$ cat config.mk
export PLATFORM = sky130hd
export DESIGN_NAME = cla_adder4_flat
export DESIGN_NICKNAME = d
export VERILOG_FILES = /design/src/rtl/cla_adder4_if.sv /design/src/rtl/cla_adder4.sv /design/src/flat_wrapper.sv
export SDC_FILE = /design/constraint.sdc
export NUM_CORES = 1
export LEC_CHECK = 0
export CAP_MARGIN = 20
export CELL_PAD_IN_SITES_DETAIL_PLACEMENT = 1
export CELL_PAD_IN_SITES_GLOBAL_PLACEMENT = 1
export CORE_AREA = 2 2 39 41
export CTS_CLUSTER_DIAMETER = 30
export DETAILED_ROUTE_END_ITERATION = 6
export DIE_AREA = 0 0 41 43
export MAX_ROUTING_LAYER = met4
export PLACE_DENSITY = 0.79
export SKIP_CTS_REPAIR_TIMING = 1
export SYNTH_ARGS = -nofsm -noshare
export SYNTH_HDL_FRONTEND = slang
export SYNTH_SLANG_ARGS = --single-unit
$ cat constraint.sdc
create_clock -name clk -period 2.02 [get_ports clk]
set_input_delay 0.606 -clock clk [delete_from_list [all_inputs] [get_ports clk]]
set_output_delay 0.606 -clock clk [all_outputs]
set_load 0.1 [all_outputs]
$ cat src/rtl/cla_adder4_if.sv
// cla_adder4_if: operand/result bundle for one 4-bit carry-lookahead slice.
//   master : drives en, c_in, A, B; observes Output, c_out, ready
//            (and grp_p, grp_g when the group terms are built in).
//   slave  : the adder slice side of the same signals.
// Optional: CLA_ADDER_GROUP_PG_EN adds grp_p/grp_g group propagate/generate.
interface cla_adder4_if;
  logic       en;
  logic       c_in;
  logic [3:0] A;
  logic [3:0] B;
  logic [3:0] Output;
  logic       c_out;
  logic       ready;
`ifdef CLA_ADDER_GROUP_PG_EN
  logic       grp_p;
  logic       grp_g;

  modport master (output en, c_in, A, B,
                  input  Output, c_out, ready, grp_p, grp_g);
  modport slave  (input  en, c_in, A, B,
                  output Output, c_out, ready, grp_p, grp_g);
`else
  modport master (output en, c_in, A, B,
                  input  Output, c_out, ready);
  modport slave  (input  en, c_in, A, B,
                  output Output, c_out, ready);
`endif
endinterface

$ cat src/rtl/cla_adder4.sv
// cla_adder4: 4-bit carry-lookahead adder slice with a registered sum and
// a ready flag. Slices chain through c_in/c_out; the carry path is pure
// two-level logic so a 4-slice chain settles inside one clock period.
// Ports:
//   clk    : rising-edge clock
//   reset  : asynchronous, active-high; clears Output and ready
//   bus    : cla_adder4_if.slave
//            en      - capture sum (and raise ready) on each edge while high
//            c_in    - carry into bit 0
//            A, B    - addends (B pre-inverted by the parent for subtract)
//            Output  - registered sum, zero while en is low
//            c_out   - combinational carry out of bit 3
//            ready   - registered, high when Output holds a valid sum
//            grp_p/grp_g - group propagate/generate (CLA_ADDER_GROUP_PG_EN)
// Optional feature macro: CLA_ADDER_GROUP_PG_EN.
module cla_adder4 (
  input logic         clk,
  input logic         reset,
  cla_adder4_if.slave bus
);

  logic [3:0] g_s;
  logic [3:0] p_s;
  logic [4:0] c_s;
  logic [3:0] sum_s;
  logic [3:0] out_r;
  logic       ready_r;

  // Bitwise generate/propagate, flattened lookahead carries and sum bits.
  always_comb begin
    g_s   = bus.A & bus.B;
    p_s   = bus.A ^ bus.B;
    c_s   = 5'b0_0000;
    c_s[0] = bus.c_in;
    // Every carry is a single sum-of-products of c_in, g and p: no ripple.
    c_s[1] = g_s[0] | (p_s[0] & bus.c_in);
    c_s[2] = g_s[1] | (p_s[1] & g_s[0]) | (p_s[1] & p_s[0] & bus.c_in);
    c_s[3] = g_s[2] | (p_s[2] & g_s[1]) | (p_s[2] & p_s[1] & g_s[0])
           | (p_s[2] & p_s[1] & p_s[0] & bus.c_in);
    c_s[4] = g_s[3] | (p_s[3] & g_s[2]) | (p_s[3] & p_s[2] & g_s[1])
           | (p_s[3] & p_s[2] & p_s[1] & g_s[0])
           | (p_s[3] & p_s[2] & p_s[1] & p_s[0] & bus.c_in);
    sum_s = p_s ^ c_s[3:0];
  end

  // Sum and ready registers; dropping en clears both so stale sums never look valid.
  always_ff @(posedge clk or posedge reset) begin
    if (reset) begin
      out_r   <= 4'h0;
      ready_r <= 1'b0;
    end else if (bus.en) begin
      out_r   <= sum_s;
      ready_r <= 1'b1;
    end else begin
      out_r   <= 4'h0;
      ready_r <= 1'b0;
    end
  end

  assign bus.Output = out_r;
  assign bus.ready  = ready_r;
  assign bus.c_out  = c_s[4];

`ifdef CLA_ADDER_GROUP_PG_EN
  // Group terms exclude c_in so a second-level lookahead unit can use them.
  assign bus.grp_p = p_s[3] & p_s[2] & p_s[1] & p_s[0];
  assign bus.grp_g = g_s[3] | (p_s[3] & g_s[2]) | (p_s[3] & p_s[2] & g_s[1])
                   | (p_s[3] & p_s[2] & p_s[1] & g_s[0]);
`endif

endmodule

$ cat src/flat_wrapper.sv
// flat-port wrapper written by rule: the top's interface ports become plain ports
module cla_adder4_flat 
  (clk, reset, bus_en, bus_c_in, bus_A, bus_B, bus_Output, bus_c_out, bus_ready);
  cla_adder4_if bus_i ();
  input logic clk;
  input logic reset;
  input wire logic [$bits(bus_i.en)-1:0] bus_en;
  input wire logic [$bits(bus_i.c_in)-1:0] bus_c_in;
  input wire logic [$bits(bus_i.A)-1:0] bus_A;
  input wire logic [$bits(bus_i.B)-1:0] bus_B;
  output wire logic [$bits(bus_i.Output)-1:0] bus_Output;
  output wire logic [$bits(bus_i.c_out)-1:0] bus_c_out;
  output wire logic [$bits(bus_i.ready)-1:0] bus_ready;
  assign bus_i.en = bus_en;
  assign bus_i.c_in = bus_c_in;
  assign bus_i.A = bus_A;
  assign bus_i.B = bus_B;
  assign bus_Output = bus_i.Output;
  assign bus_c_out = bus_i.c_out;
  assign bus_ready = bus_i.ready;
  cla_adder4 u_core (.clk(clk), .reset(reset), .bus(bus_i));
endmodule
==> out/metrics.csv <==
metric;value;unit
ios;18;
hpwl;655.6;um
cts_buffers;3;
power;0.4975;mW
numPortBuffers;17;
cap_violations;0;
yosysWarnings;0;
cts_max_level;1;
clock_path_buffers;2;
critPathLaunchType;input pin;
routed_wl;841;um
setup_tns;-0.2037;ns
wire_per_inst;11.21;um
vias;324;
dp_slack;-0.6393;ns
std_cell_rows;14;
antenna_found_initial;0;
routabilityCongestion;0.5623;
grt_pass1_vias;329;
cp.arrival;1.62;ns
irDropWorstVdd;0.0004443;V
cp-end-kind;primary output;
drt-vias-per-instance;4.320;
grt_usage;10.77;%
rsz0062_at_grt;true;
synth.area.top_cells;dfrtp_1, ha_1, fa_1;
final_cell_mix;buf_4, buf_12, dfrtp_1;
path_clk_slew;0.05;ns
power-per-cell-area;682.0;nW/um^2
endpoint;bus_c_out;
synth.largest_area_cell;dfrtp_1;
grt_pass1_wl;1255;um
critical_path_required;1.41;ns
fp.dieArea;1763;sq um
cp_slowest_cell;a41o_1;
synth_seq_area_share;38.76;%
cp_max_fo;3;
syn_area;322.8;sq um
synth_area_per_cell;11.53;sq um
die_h;43;um
finalMaxSlewViolations;0;
hold_viol_final;0;
cp-startpoint;bus_A[1];
ys_ff_latch;5;
synth_top_area_share;38.76;%
finalCritPeriodShare;110.1;%
final_nets;78;
drc_errors;0;
holdCritPathClass;input pin to async pin;
layout-drive-gt1-share;57.63;%
slew_headroom;84.42;%
drt-initial-drc-count;2;
outcome;complete, but fails checks;
insertedDiodeCount;0;
fillCellCount;149;
min_period;2.224;ns
die_w;41;um
path_cells;buf_6 -> ha_4 -> a41o_1 -> a21oi_2 -> o21bai_4 -> buf_12;
crit_type;input pin to primary output;
power.leakage;0.3806;nW
start_util;23.33;%
synth_nets;46;
coreArea;1384;sq um
slowest_delay;0.25;ns
fin_ws;-0.2037;ns
postRouteAntennaNets;0;
cts_tree;yes;
layout_commonest_cell;buf_4;
root_buffer;clkbuf_4;
fmax;449.7;MHz
ys_types;14;
violations;setup timing;
grt_max_degree;8;
drtPass1Iterations;2;
grt_overflow;0;
clock_sinks;5;
syn_to_final_growth;126.0;%
worst_pin_slew;0.2330;ns
syn_inst;28;
setup_viol;1;
cell families after synthesis:
| family | Yosys count | share of synthesized area [%] |
|---|---|---|
| flip-flops | 5 | 38.76 |
| adder cells (fa/ha/maj) | 6 | 25.58 |
| multiplexers | 2 | 6.202 |
| AND/OR/NAND/NOR | 6 | 10.08 |
| XOR/XNOR | 1 | 2.714 |
| AO/OA/AOI/OAI | 6 | 14.34 |
| buffers and inverters | 2 | 2.326 |
layer usage:
metal	vias to the layer above	global-route usage [%]	wire length, um
met5	-	-	0
met4	0	6.000	16
met3	2	1.571	63
met2	14	18.13	457
met1	149	11.15	304
li1	159	-	-
Yosys cell counts:
library cell	n
ha_1	5
mux2i_1	2
a21oi_1	1
inv_1	2
a21oi_2	1
fa_1	1
nand2_1	3
nand2b_2	1
a21o_1	2
and2_1	2
o21bai_1	1
xor2_1	1
dfrtp_1	5
a41o_1	1
area by class of cell:
| cell class | instances | area [sq um] | area share (%) |
|---|---|---|---|
| Clock inverter | 1 | 5.005 | 0.6861 |
| Multi-Input combinational cell | 21 | 251.5 | 34.48 |
| Timing Repair Buffer | 27 | 297.8 | 40.82 |
| Tap cell | 16 | 20.02 | 2.744 |
| Clock buffer | 3 | 22.52 | 3.087 |
| Inverter | 2 | 7.507 | 1.029 |
| Sequential cell | 5 | 125.1 | 17.15 |
flip-flops by register name, indices dropped and copies added, names as in the netlist:
| register | flops |
|---|---|
| u_core.bus.Output | 4 |
| u_core.bus.ready | 1 |
critical path, delay by kind of cell:
family          cells  cell delay, ns
compound gates      3            0.51
buf+inv             2            0.27
fa+ha+maj           1            0.24
through the flow:
stage | cells | utilization [%] | instance area [sq um] | hold slack (ns)
6_report | 75 | 52.71 | 729.5 | 0.5574
5_1_grt | 75 | 52.71 | 729.5 | 0.5792
4_1_cts | 73 | 51.27 | 709.4 | 0.5621
3_5_place_dp | 69 | 49.28 | 681.9 | 0.8238
3_3_place_gp | 69 | 49.28 | 681.9 | 0.8140
2_1_floorplan | 28 | - | 371.6 | 0.3845
report_power, final:
| group | switching (mW) | internal (mW) |
|---|---|---|
| clock network | 0.0465 | 0.0719 |
| logic | 0.144 | 0.116 |
| registers | 0.00838 | 0.111 |
| total | 0.199 | 0.299 |
worst min path at each step:
stage	start	slack, ns	depth (start not counted)	end
after floorplan	reset	0.38	1	u_core.bus.Output[0]
after global placement	reset	0.81	2	u_core.bus.ready
after detailed placement	reset	0.82	2	u_core.bus.Output[0]
after CTS	reset	0.56	2	u_core.bus.Output[1]
after global routing	reset	0.58	2	u_core.bus.Output[1]
final	reset	0.56	2	u_core.bus.Output[0]
(Power assumes the default switching activity.)
